## config.mk

```make
export PLATFORM = sky130hd
export DESIGN_NAME = fb_write_arbiter
export DESIGN_NICKNAME = d
export VERILOG_FILES = /design/src/rtl/fb_write_arbiter.sv
export SDC_FILE = /design/constraint.sdc
export NUM_CORES = 1
export LEC_CHECK = 0
export ABC_CLOCK_PERIOD_IN_PS = 1900
export BUFFER_PORTS_ARGS = -buffer_cell sky130_fd_sc_hd__buf_4
export CAP_MARGIN = 20
export CELL_PAD_IN_SITES_DETAIL_PLACEMENT = 1
export CELL_PAD_IN_SITES_GLOBAL_PLACEMENT = 1
export CORE_ASPECT_RATIO = 0.75
export CORE_UTILIZATION = 31
export CTS_CLUSTER_SIZE = 12
export DETAILED_ROUTE_END_ITERATION = 8
export PLACE_DENSITY = 0.76
export SLEW_MARGIN = 20
export SYNTH_ARGS = -nofsm -noshare
export SYNTH_HDL_FRONTEND = slang
export SYNTH_SLANG_ARGS = --single-unit
```

## constraint.sdc

```tcl
create_clock -name wrclock -period 1.9 [get_ports wrclock]
set_clock_uncertainty 0.05 [all_clocks]
set_input_delay 0.285 -clock wrclock [delete_from_list [all_inputs] [get_ports wrclock]]
set_output_delay 0.285 -clock wrclock [all_outputs]
set_load 0.01 [all_outputs]
```

## src/rtl/fb_write_arbiter.sv

```systemverilog
// fb_write_arbiter: shares the frame buffer write port between the PPU pixel stream and a full-screen clear sequencer.
// Optional FB_BOUNDS_CHECK_EN: drop and count accepted pixels outside the screen.
module fb_write_arbiter #(
  parameter int SCREEN_W = 160,
  parameter int SCREEN_H = 144
) (
  input  logic       wrclock,
  input  logic       reset,
  input  logic       px_valid,
  output logic       px_ready,
  input  logic [7:0] px_x,
  input  logic [7:0] px_y,
  input  logic [1:0] px_color,
  input  logic       clear_req,
  input  logic [1:0] clear_color,
  output logic       busy,
  output logic       clear_done,
  output logic [7:0] fb_X_write,
  output logic [7:0] fb_Y_write,
  output logic [1:0] fb_in,
  output logic       fb_wren,
  output logic [7:0] drop_count
);
  typedef enum logic [1:0] {IDLE, CLEAR, DONE} state_t;
  localparam logic [7:0] W8 = 8'(SCREEN_W);
  localparam logic [7:0] H8 = 8'(SCREEN_H);
  state_t state_q, state_d;
  logic [7:0] x_q, x_d, y_q, y_d;
  logic [1:0] in_q, in_d, col_q, col_d;
  logic wren_q, wren_d;
  logic accept, last, oob;
  assign accept = px_valid & px_ready;
  // The output coordinate registers double as the clear raster counters.
  assign last = (state_q == CLEAR) && (x_q == W8 - 8'd1) && (y_q == H8 - 8'd1);
  always_ff @(posedge wrclock) begin
    if (reset) begin
      state_q <= IDLE;
      x_q <= '0;
      y_q <= '0;
      in_q <= '0;
      col_q <= '0;
      wren_q <= 1'b0;
    end else begin
      state_q <= state_d;
      x_q <= x_d;
      y_q <= y_d;
      in_q <= in_d;
      col_q <= col_d;
      wren_q <= wren_d;
    end
  end
  always_comb begin
    state_d = state_q;
    case (state_q)
      IDLE:    state_d = clear_req ? CLEAR : IDLE;
      CLEAR:   state_d = last ? DONE : CLEAR;
      default: state_d = IDLE;
    endcase
  end
  always_comb begin
    x_d = x_q;
    y_d = y_q;
    in_d = in_q;
    col_d = col_q;
    wren_d = 1'b0;
    if (state_q == IDLE && clear_req) begin
      x_d = '0;
      y_d = '0;
      in_d = clear_color;
      col_d = clear_color;
      wren_d = 1'b1;
    end else if (accept && !oob) begin
      x_d = px_x;
      y_d = px_y;
      in_d = px_color;
      wren_d = 1'b1;
    end else if (state_q == CLEAR && !last) begin
      x_d = (x_q == W8 - 8'd1) ? 8'd0 : x_q + 8'd1;
      y_d = (x_q == W8 - 8'd1) ? y_q + 8'd1 : y_q;
      in_d = col_q;
      wren_d = 1'b1;
    end
  end
  assign px_ready = ~reset & ~clear_req & (state_q == IDLE);
  assign busy = state_q == CLEAR;
  assign clear_done = state_q == DONE;
  assign fb_X_write = x_q;
  assign fb_Y_write = y_q;
  assign fb_in = in_q;
  assign fb_wren = wren_q;
`ifdef FB_BOUNDS_CHECK_EN
  logic [7:0] drop_q, drop_d;
  assign oob = (px_x >= W8) || (px_y >= H8);
  assign drop_d = (accept && oob && drop_q != 8'hff) ? drop_q + 8'd1 : drop_q;
  always_ff @(posedge wrclock) begin
    if (reset) drop_q <= '0;
    else drop_q <= drop_d;
  end
  assign drop_count = drop_q;
`else
  assign oob = 1'b0;
  assign drop_count = '0;
`endif
endmodule

```

# Yosys cells after proc, flatten, opt, wreduce, memory -nomap -nowiden

Index checks and enable logic that the tools add are counted.

Flip-flop bits (word level): 23
Input bits: 24
Word-level logic and storage cells: 43

Add/subtract/negate cells: 2
Equal/unequal tests: 4
Muxes and demuxes: 15
Bitwise logic cells: 5
Reductions and logical operators: 11

Operators by type and width:

| cell                | count |
|---|---|
| $mux 8              | 6 |
| $add 8x1->8 const B | 2 |
| $eq 8x8->1 const B  | 2 |
| $mux 2              | 4 |
| $logic_and 1x1->1   | 4 |
| $mux 1              | 4 |
| $pmux 2 s2          | 1 |
| $reduce_bool 2->1   | 2 |
| $and 1x1->1         | 3 |
| $reduce_bool 3->1   | 1 |
| $eq 2x1->1 const B  | 1 |
| $eq 2x2->1 const B  | 1 |
| $logic_not 2->1     | 1 |
| $not 1->1           | 2 |
| $reduce_and 2->1    | 1 |
| $reduce_or 2->1     | 1 |
| $logic_not 1->1     | 1 |

# Longest topological paths before layout

Gate-level depths: netlist (run 1).

Depth after elaboration: 8
Gate-level depth with buffers: 7

# Least setup slack after synthesis (run 1)

OpenSTA, ideal clock, no wires.

Kind: register to register
From: reg state_q[1]
To: reg in_q[0] (netlist: fb_in[0])
Data arrival time: 1755 ps
Required time: 1719 ps
Setup slack: -36 ps
Cell stages (with the launch flop): 7
Clock period less this slack: 1936 ps
Cell sequence: dfxtp_1 > nor4_1 > and2_1 > buf_2 > mux2_2 > o21ai_1 > a21oi_1

Elaborated cells between the ends (all ways): 12
Those cells by class: 1 x eq/ne; 2 x mux; 2 x bitwise; 7 x reduce/logical

RTL lines:

| item                   | RTL line | source |
|---|---|---|
| from (decl)            | 27       | `state_t state_q, state_d;` |
| from (signal assigned) | 44       | `state_q <= state_d;` |
| $logic_not 2->1 *      | 84       | `assign px_ready = ~reset & ~clear_req & (state_q == IDLE);` |
| $and 1x1->1 *          | 84       |  |
| named net px_ready     | 10       | `output logic px_ready,` |
| $and 1x1->1 *          | 32       | `assign accept = px_valid & px_ready;` |
| $mux 2                 | 72       | `end else if (accept && !oob) begin` |
| $mux 2                 | 66       | `if (state_q == IDLE && clear_req) begin` |
| to (signal assigned)   | 47       | `in_q <= in_d;` |
| to (decl)              | 29       | `logic [1:0] in_q, in_d, col_q, col_d;` |

The timed path passes the listed nets; every way through them passes the cells marked *.
A chain may end at the register's enable or synchronous reset.

# Worst setup path after layout (run 1)

From: reg y_q[6] (netlist: fb_Y_write[6])
To: reg in_q[1] (netlist: fb_in[1])

Cells in the longest elaborated chain, start to end: 5

Ends and longest elaborated chain:

| item                               | RTL line | source |
|---|---|---|
| from (decl)                        | 28       | `logic [7:0] x_q, x_d, y_q, y_d;` |
| from (signal assigned)             | 46       | `y_q <= y_d;` |
| $eq 8x8->1                         | 34       | `assign last = (state_q == CLEAR) && (x_q == W8 - 8'd1) && (y_q == H8 - 8'd1);` |
| $logic_and 1x1->1                  | 34       |  |
| $logic_not 1->1                    | 77       | `end else if (state_q == CLEAR && !last) begin` |
| $logic_and 1x1->1                  | 77       |  |
| $reduce_bool 3->1 (no source line) | --       |  |

No other way between the ends.

==> run summary, run 1 <==
gp weighted congestion = 0.816
RSZ-0062 raised after global routing = true
vias in the first global route = 1459
worst setup margin = -0.0515 ns
first-pass GRT wire length = 6960 um
status = finished, violations left
R2R Path End = fb_in[1]
Req. time, crit path = 2.02 ns
CP max FO = 4
dpl hpwl = 3350 um
Power, Total = 1.07 mW
routed via count = 1442
CTS Buf Count = 3
WHS = 0.152 ns
max-slew violation count = 0
DR DRC count = 0
die height = 59.3 um
post-DR wirelength/cell = 14.7 um
# setup viols final = 2
Post-synth EDFFs = 0
Cell Rows = 20
Antenna Violating Nets Remaining = 0
reg2reg path depth = 5
Tmin final = 1.95 ns
root buf cell = clkbuf_8
H-tree lvl count = 1
Ports = 54
diode count = 0
gr ovfl total = 0
maxcap violations = 0
synth warn = 0
CTS tree = built
Iter 0 DRT Violations = 45
maximum vdd drop = 0.000249 V
die area = 0.00464 mm2
DR vias/cell = 5.04
synth top area cells = dfxtp_1, nand2_1, buf_4
CTS Hold Bufs = 0
setup TNS = -0.0933 ns
CTS Buffer Depth = 2
utilization after layout = 48.2%
Unique masters post-synth = 45
post-synthesis cell count = 160
post-synthesis async set-or-reset flop share = 0%
Seq/Total Area, Yosys = 34.0%
Worst EP arrival = 2.07 ns
crit start category = flip-flop
CP endpoint = fb_in[1]
TritonRoute pass-1 iters = 4
most frequent cells after synthesis = nand2_1, dfxtp_1, a21oi_1, nor2_1, buf_4
area leader, netlist = dfxtp_1
layout cells sized above 1 = 43.7%
synthesized cell area = 0.00136 mm2
final net count = 258
Worst setup EP type = flip-flop
port bufs = 45
largest net degree at the start of global routing = 14
synthesis-to-finish area growth = 46.9%
pwr dens = 540 mW/mm2
initial core utilization = 32.8%
gr usage total = 19.4%
Placement Setup Slack = -0.0623 ns
leakage power = 0.847 nW
syn_area_per_cell = 8.47 um2
FF+latch count, synth = 23
most common cell in the netlist = nand2_1
Worst-Skew Late Latency = 0.27 ns
violated checks = setup timing
main flop type after synthesis = dfxtp_1
Routed WL = 4210 um
initial antenna violation count = 0
achievable clock frequency = 512 MHz
r2r startpoint = fb_Y_write[6]
cell depth of the worst hold path = 3
Hold WC Path Type = input port to flip-flop
Worst-path clk slew = 0.09 ns
period utilisation layout = 103%
origin of the worst setup path = fb_Y_write[6]
Core Box Area = 0.00413 mm2
clk sink count = 23
flop2flop setup slack = -0.05 ns
Die X = 78.3 um
top cell type's share of synthesized area = 34.0%
final hold vios = 0
class of the most critical setup path = flip-flop to flip-flop
[metrics by stage]
stage / area, um2 / instances
finish: 1990 / 286
global route: 1990 / 286
CTS: 1960 / 285
detailed placement: 1910 / 281
global placement: 1910 / 281
floorplan: 1390 / 167
[registers in the layout (all words and copies together), names as in the netlist]
register and count:
state_q 2, fb_wren 1, fb_Y_write 8, fb_X_write 8, col_q 2, fb_in 2
[placed cells by master, fill, tap and decap left out, types with 2 or more instances in the layout]
cell,n
a211oi_1,2
a21oi_1,12
a222oi_1,2
and2_1,2
buf_4,74
clkbuf_8,3
conb_1,8
dfxtp_1,17
dfxtp_2,6
mux2_2,2
mux2i_1,3
nand2_1,24
nand2b_1,3
nand3_1,7
nand4_1,3
nor2_1,12
nor3_1,2
nor4_1,2
nor4_2,2
o21ai_0,7
o21ai_1,2
o31a_1,2
o31ai_1,2
o31ai_2,4
xnor2_1,2
xor2_1,5
[worst min path at each step]
stage          slack [ns]      from            end
6_report             0.15   px_y[4]  fb_Y_write[4]
3_3_place_gp         0.40  col_q[0]       col_q[0]
5_1_grt              0.16   px_y[2]  fb_Y_write[2]
4_1_cts              0.15   px_y[5]  fb_Y_write[5]
2_1_floorplan        0.34   px_x[2]  fb_X_write[2]
3_5_place_dp         0.40  col_q[1]       col_q[1]
[critical path, stage by stage, from the launching register on]
cell and delay (ns):
dfxtp_2 0.34, or4b_4 0.54, o41a_1 0.48, o31a_1 0.28, o21ai_1 0.08, a21oi_1 0.08
[routing by layer]
metal	wire [um]	global-route usage, %	vias to the layer above
met5	0	0	-
met4	7	1.59	0
met3	197	3.38	3
met2	1940	34.1	46
met1	2060	26.2	681
li1	-	-	712
[final cells by class]
class / instances / area, um2
clock buffer: 3 / 41.3
clock inverter: 1 / 5.00
fill: 529 / 2140
inverter: 1 / 3.75
multi-input combinational: 129 / 848
sequential: 23 / 468
tap: 55 / 68.8
timing repair buffer: 74 / 556
[power by group]
group / internal (mW) / total [mW] / switching (mW)
Sequential: 0.505 / 0.524 / 0.0188
Combinational: 0.115 / 0.230 / 0.114
Clock: 0.147 / 0.321 / 0.174
Total: 0.767 / 1.07 / 0.307
[repair_timing]
item / 4_1_cts / 5_1_grt
gates cloned: 0 / 0
pin swaps: 1 / 3
hold endpoints to repair: 0 / 0
endpoints found under the setup margin: 6 / 11
gates resized for setup: 2 / 7
setup buffers: 0 / 1
[cells by family (layout without fill, tap and decap cells)]
group | count (synthesis) | in the layout | share of synthesized area (%)
compound gates | 39 | 39 | 21.6
xor+xnor | 7 | 7 | 4.52
fa+ha+maj | 2 | 2 | 1.85
buf+inv | 15 | 79 | 7.57
flops | 23 | 23 | 34.0
mux | 5 | 5 | 3.88
other cells | 1 | 8 | 0.277
simple gates | 68 | 68 | 26.3
No activity file was read; power rests on OpenSTA's default activity.
==> inputs of run 2 (changes only) <==
==> constraint.sdc (replaced) <==
create_clock -name wrclock -period 1.9 [get_ports wrclock]
set_clock_uncertainty 0.05 [all_clocks]
set_input_delay 0 -clock wrclock [delete_from_list [all_inputs] [get_ports wrclock]]
set_output_delay 0 -clock wrclock [all_outputs]
set_load 0.01 [all_outputs]
==> run 2 against run 1 <==
The flow still finishes with violations (setup timing). Fmax increased by 1.7%. Largest power group unchanged. Worst setup slack gained 0.033 ns. Clock power rose by 8.7%. Critical path depth is the same. Combinational power increased by 21%. Total power increased by 7.1%. Global-route usage grew 3.5 points. Register-to-register slack better by 0.03 ns. Highest routed layer unchanged.
==> run summary, run 2 (synthesized netlist as in run 1, its figures left out) <==
status = finished, violations left
violated checks = setup timing
period utilisation layout = 101% (-1.7 points)
Iter 0 DRT Violations = 99 (+120%)
CP max stage delay = 0.56 ns (+0.02 ns)
Routed WL = 5100 um (+21%)
maximum vdd drop = 0.000298 V (+19%)
# setup viols final = 2 (unchanged)
CP endpoint = fb_in[0]
commonest cells after routing, fill and taps aside = buf_4, nand2_1, dlygate4sd3_1
crit start category = flip-flop
first-pass GRT wire length = 7920 um (+14%)
Sequential Power Share = 45.6% (-3.1 points)
max-slew violation count = 0 (unchanged)
CTS Buffer Depth = 2 (unchanged)
Req. time, crit path = 2.03 ns (about the same)
clk sink count = 23 (unchanged)
final net count = 285 (+10%)
origin of the worst setup path = fb_Y_write[6]
Bufs and invs on worst path = 0 (unchanged)
Antenna Violating Nets Remaining = 0 (unchanged)
gr usage total = 22.9% (+3.5 points)
DR vias/cell = 5.03 (-0.20%)
reg2reg path depth = 5 (unchanged)
TritonRoute pass-1 iters = 4 (unchanged)
flop2flop setup slack = -0.02 ns (+0.03 ns)
post-DR wirelength/cell = 16.3 um (+11%)
Filler cells = 512 (-3.2%)
root buf cell = clkbuf_8
class of the most critical setup path = flip-flop to flip-flop
Worst-Skew Late Latency = 0.29 ns (+0.02 ns)
leakage power = 0.983 nW (+16%)
gp weighted congestion = 0.781 (-4.3%)
routed via count = 1575 (+9.2%)
Worst setup EP type = flip-flop
Clock Power Share = 30.3% (+0.4 points)
diode count = 0 (unchanged)
CP max FO = 4 (unchanged)
utilization after layout = 55.7% (+7.5 points)
port bufs = 45 (unchanged)
Core Box Area = 0.00413 mm2 (unchanged)
H-tree lvl count = 1 (unchanged)
cell depth of the worst hold path = 4 (+1)
DR DRC count = 0 (unchanged)
die height = 59.3 um (unchanged)
initial core utilization = 32.8% (unchanged)
Non-Filler Instances = 313 (+9.4%)
Worst-path clk slew = 0.10 ns (about the same)
layout cells sized above 1 = 43.0% (-0.70 points)
worst setup margin = -0.0184 ns (+0.0331 ns)
switching power = 0.348 mW (+13%)
WHS = 0.0822 ns (-0.0696 ns)
Die X = 78.3 um (unchanged)
Hold WC Path Type = input port to flip-flop
achievable clock frequency = 521 MHz (+1.7%)
commonest non-fill, non-tap cell in the layout = buf_4
r2r startpoint = fb_Y_write[6]
Ports = 54 (unchanged)
dpl cells = 281 (unchanged)
maxcap violations = 0 (unchanged)
Worst EP arrival = 2.05 ns (-0.02 ns)
CTS Buf Count = 3 (unchanged)
CP cell instances = or4b_4, o41a_1, o31a_1, o21ai_1, a21oi_1
combinational share of power = 24.1% (+2.7 points)
Net Sw Frac = 30.2% (+1.6 points)
Crit path depth = 5 (unchanged)
vias in the first global route = 1668 (+14%)
final hold vios = 0 (unchanged)
Pint = 0.804 mW (+4.7%)
gr ovfl total = 0 (unchanged)
largest net degree at the start of global routing = 16 (+2)
R2R Path End = fb_in[0]
synthesis-to-finish area growth = 69.7%
die area = 0.00464 mm2 (unchanged)
CTS tree = built
setup TNS = -0.0323 ns (+0.0610 ns)
pwr dens = 501 mW/mm2 (-7.3%)
crit path max-delay cell type = or4b_4
Power, Total = 1.15 mW (+7.1%)
Tmin final = 1.92 ns (-0.0331 ns)
RSZ-0062 raised after global routing = true
Cell Rows = 20 (unchanged)
family with the most delay on the worst path = compound AO/OA/AOI/OAI gates
initial antenna violation count = 0 (unchanged)
dpl hpwl = 3430 um (+2.4%)
==> run 2: cell count changes in the layout (fill, tap and decap cells not counted), sizes merged <==
cell / delta
clkinvlp: +1
clkinv: -1
dlygate4sd3: +21
buf: +6
==> run 2: worst min-delay path, cell delays in order <==
cell and delay [ns]:
buf_4 0.08, mux2_2 0.13, o21ai_1 0.05, a21oi_1 0.12
==> run 2: stage by stage <==
stage	instance area (um2)	setup WS, ns
6_report	2300	-0.0184
5_1_grt	2300	-0.101
4_1_cts	2170	-0.0549
3_5_place_dp	1910	-0.0592
3_3_place_gp	1910	0.00329
2_1_floorplan	1390	0.0226
==> run 2: worst min path at each step <==
stage | startpoint | endpoint | slack (ns)
final | px_color[1] | fb_in[1] | 0.08
after detailed placement | px_y[3] | fb_Y_write[3] | 0.16
after global routing | px_color[1] | fb_in[1] | 0.11
after global placement | px_y[0] | fb_Y_write[0] | 0.15
after floorplan | reset | px_ready | -0.01
after CTS | reset | fb_in[1] | -0.07
==> run 2: layer usage <==
metal	track usage (%)	up-vias	part of all wire (%)
met5	0	-	0
met4	10.1	0	2.0
met3	4.77	9	3.8
met2	40.4	48	47
met1	27.5	752	47
li1	-	766	-
==> run 2: layout make-up <==
class                           instances  area [um2]  area share [%]
Clock inverter                          1        7.51           0.326
Clock buffer                            3        41.3            1.80
Multi-Input combinational cell        129         895            38.9
Timing Repair Buffer                  101         815            35.4
Tap cell                               55        68.8            2.99
Inverter                                1        3.75           0.163
Sequential cell                        23         469            20.4
==> run 2: power groups by stage <==
stage                     Sequential (mW)  Clock, mW  Combinational (mW)
after floorplan                     0.544          0               0.106
after global placement              0.532          0               0.223
after detailed placement            0.534          0               0.227
after CTS                           0.522      0.340               0.263
after global routing                0.528      0.373               0.299
final                               0.525      0.349               0.278
==> run 2: repair_timing <==
action                                  CTS  global route
endpoints found under the setup margin    5            16
pin swaps                                 2             9
hold buffers                             18             3
setup buffers                             3             4
hold endpoints to repair                 23             5
resized for setup                         3            15
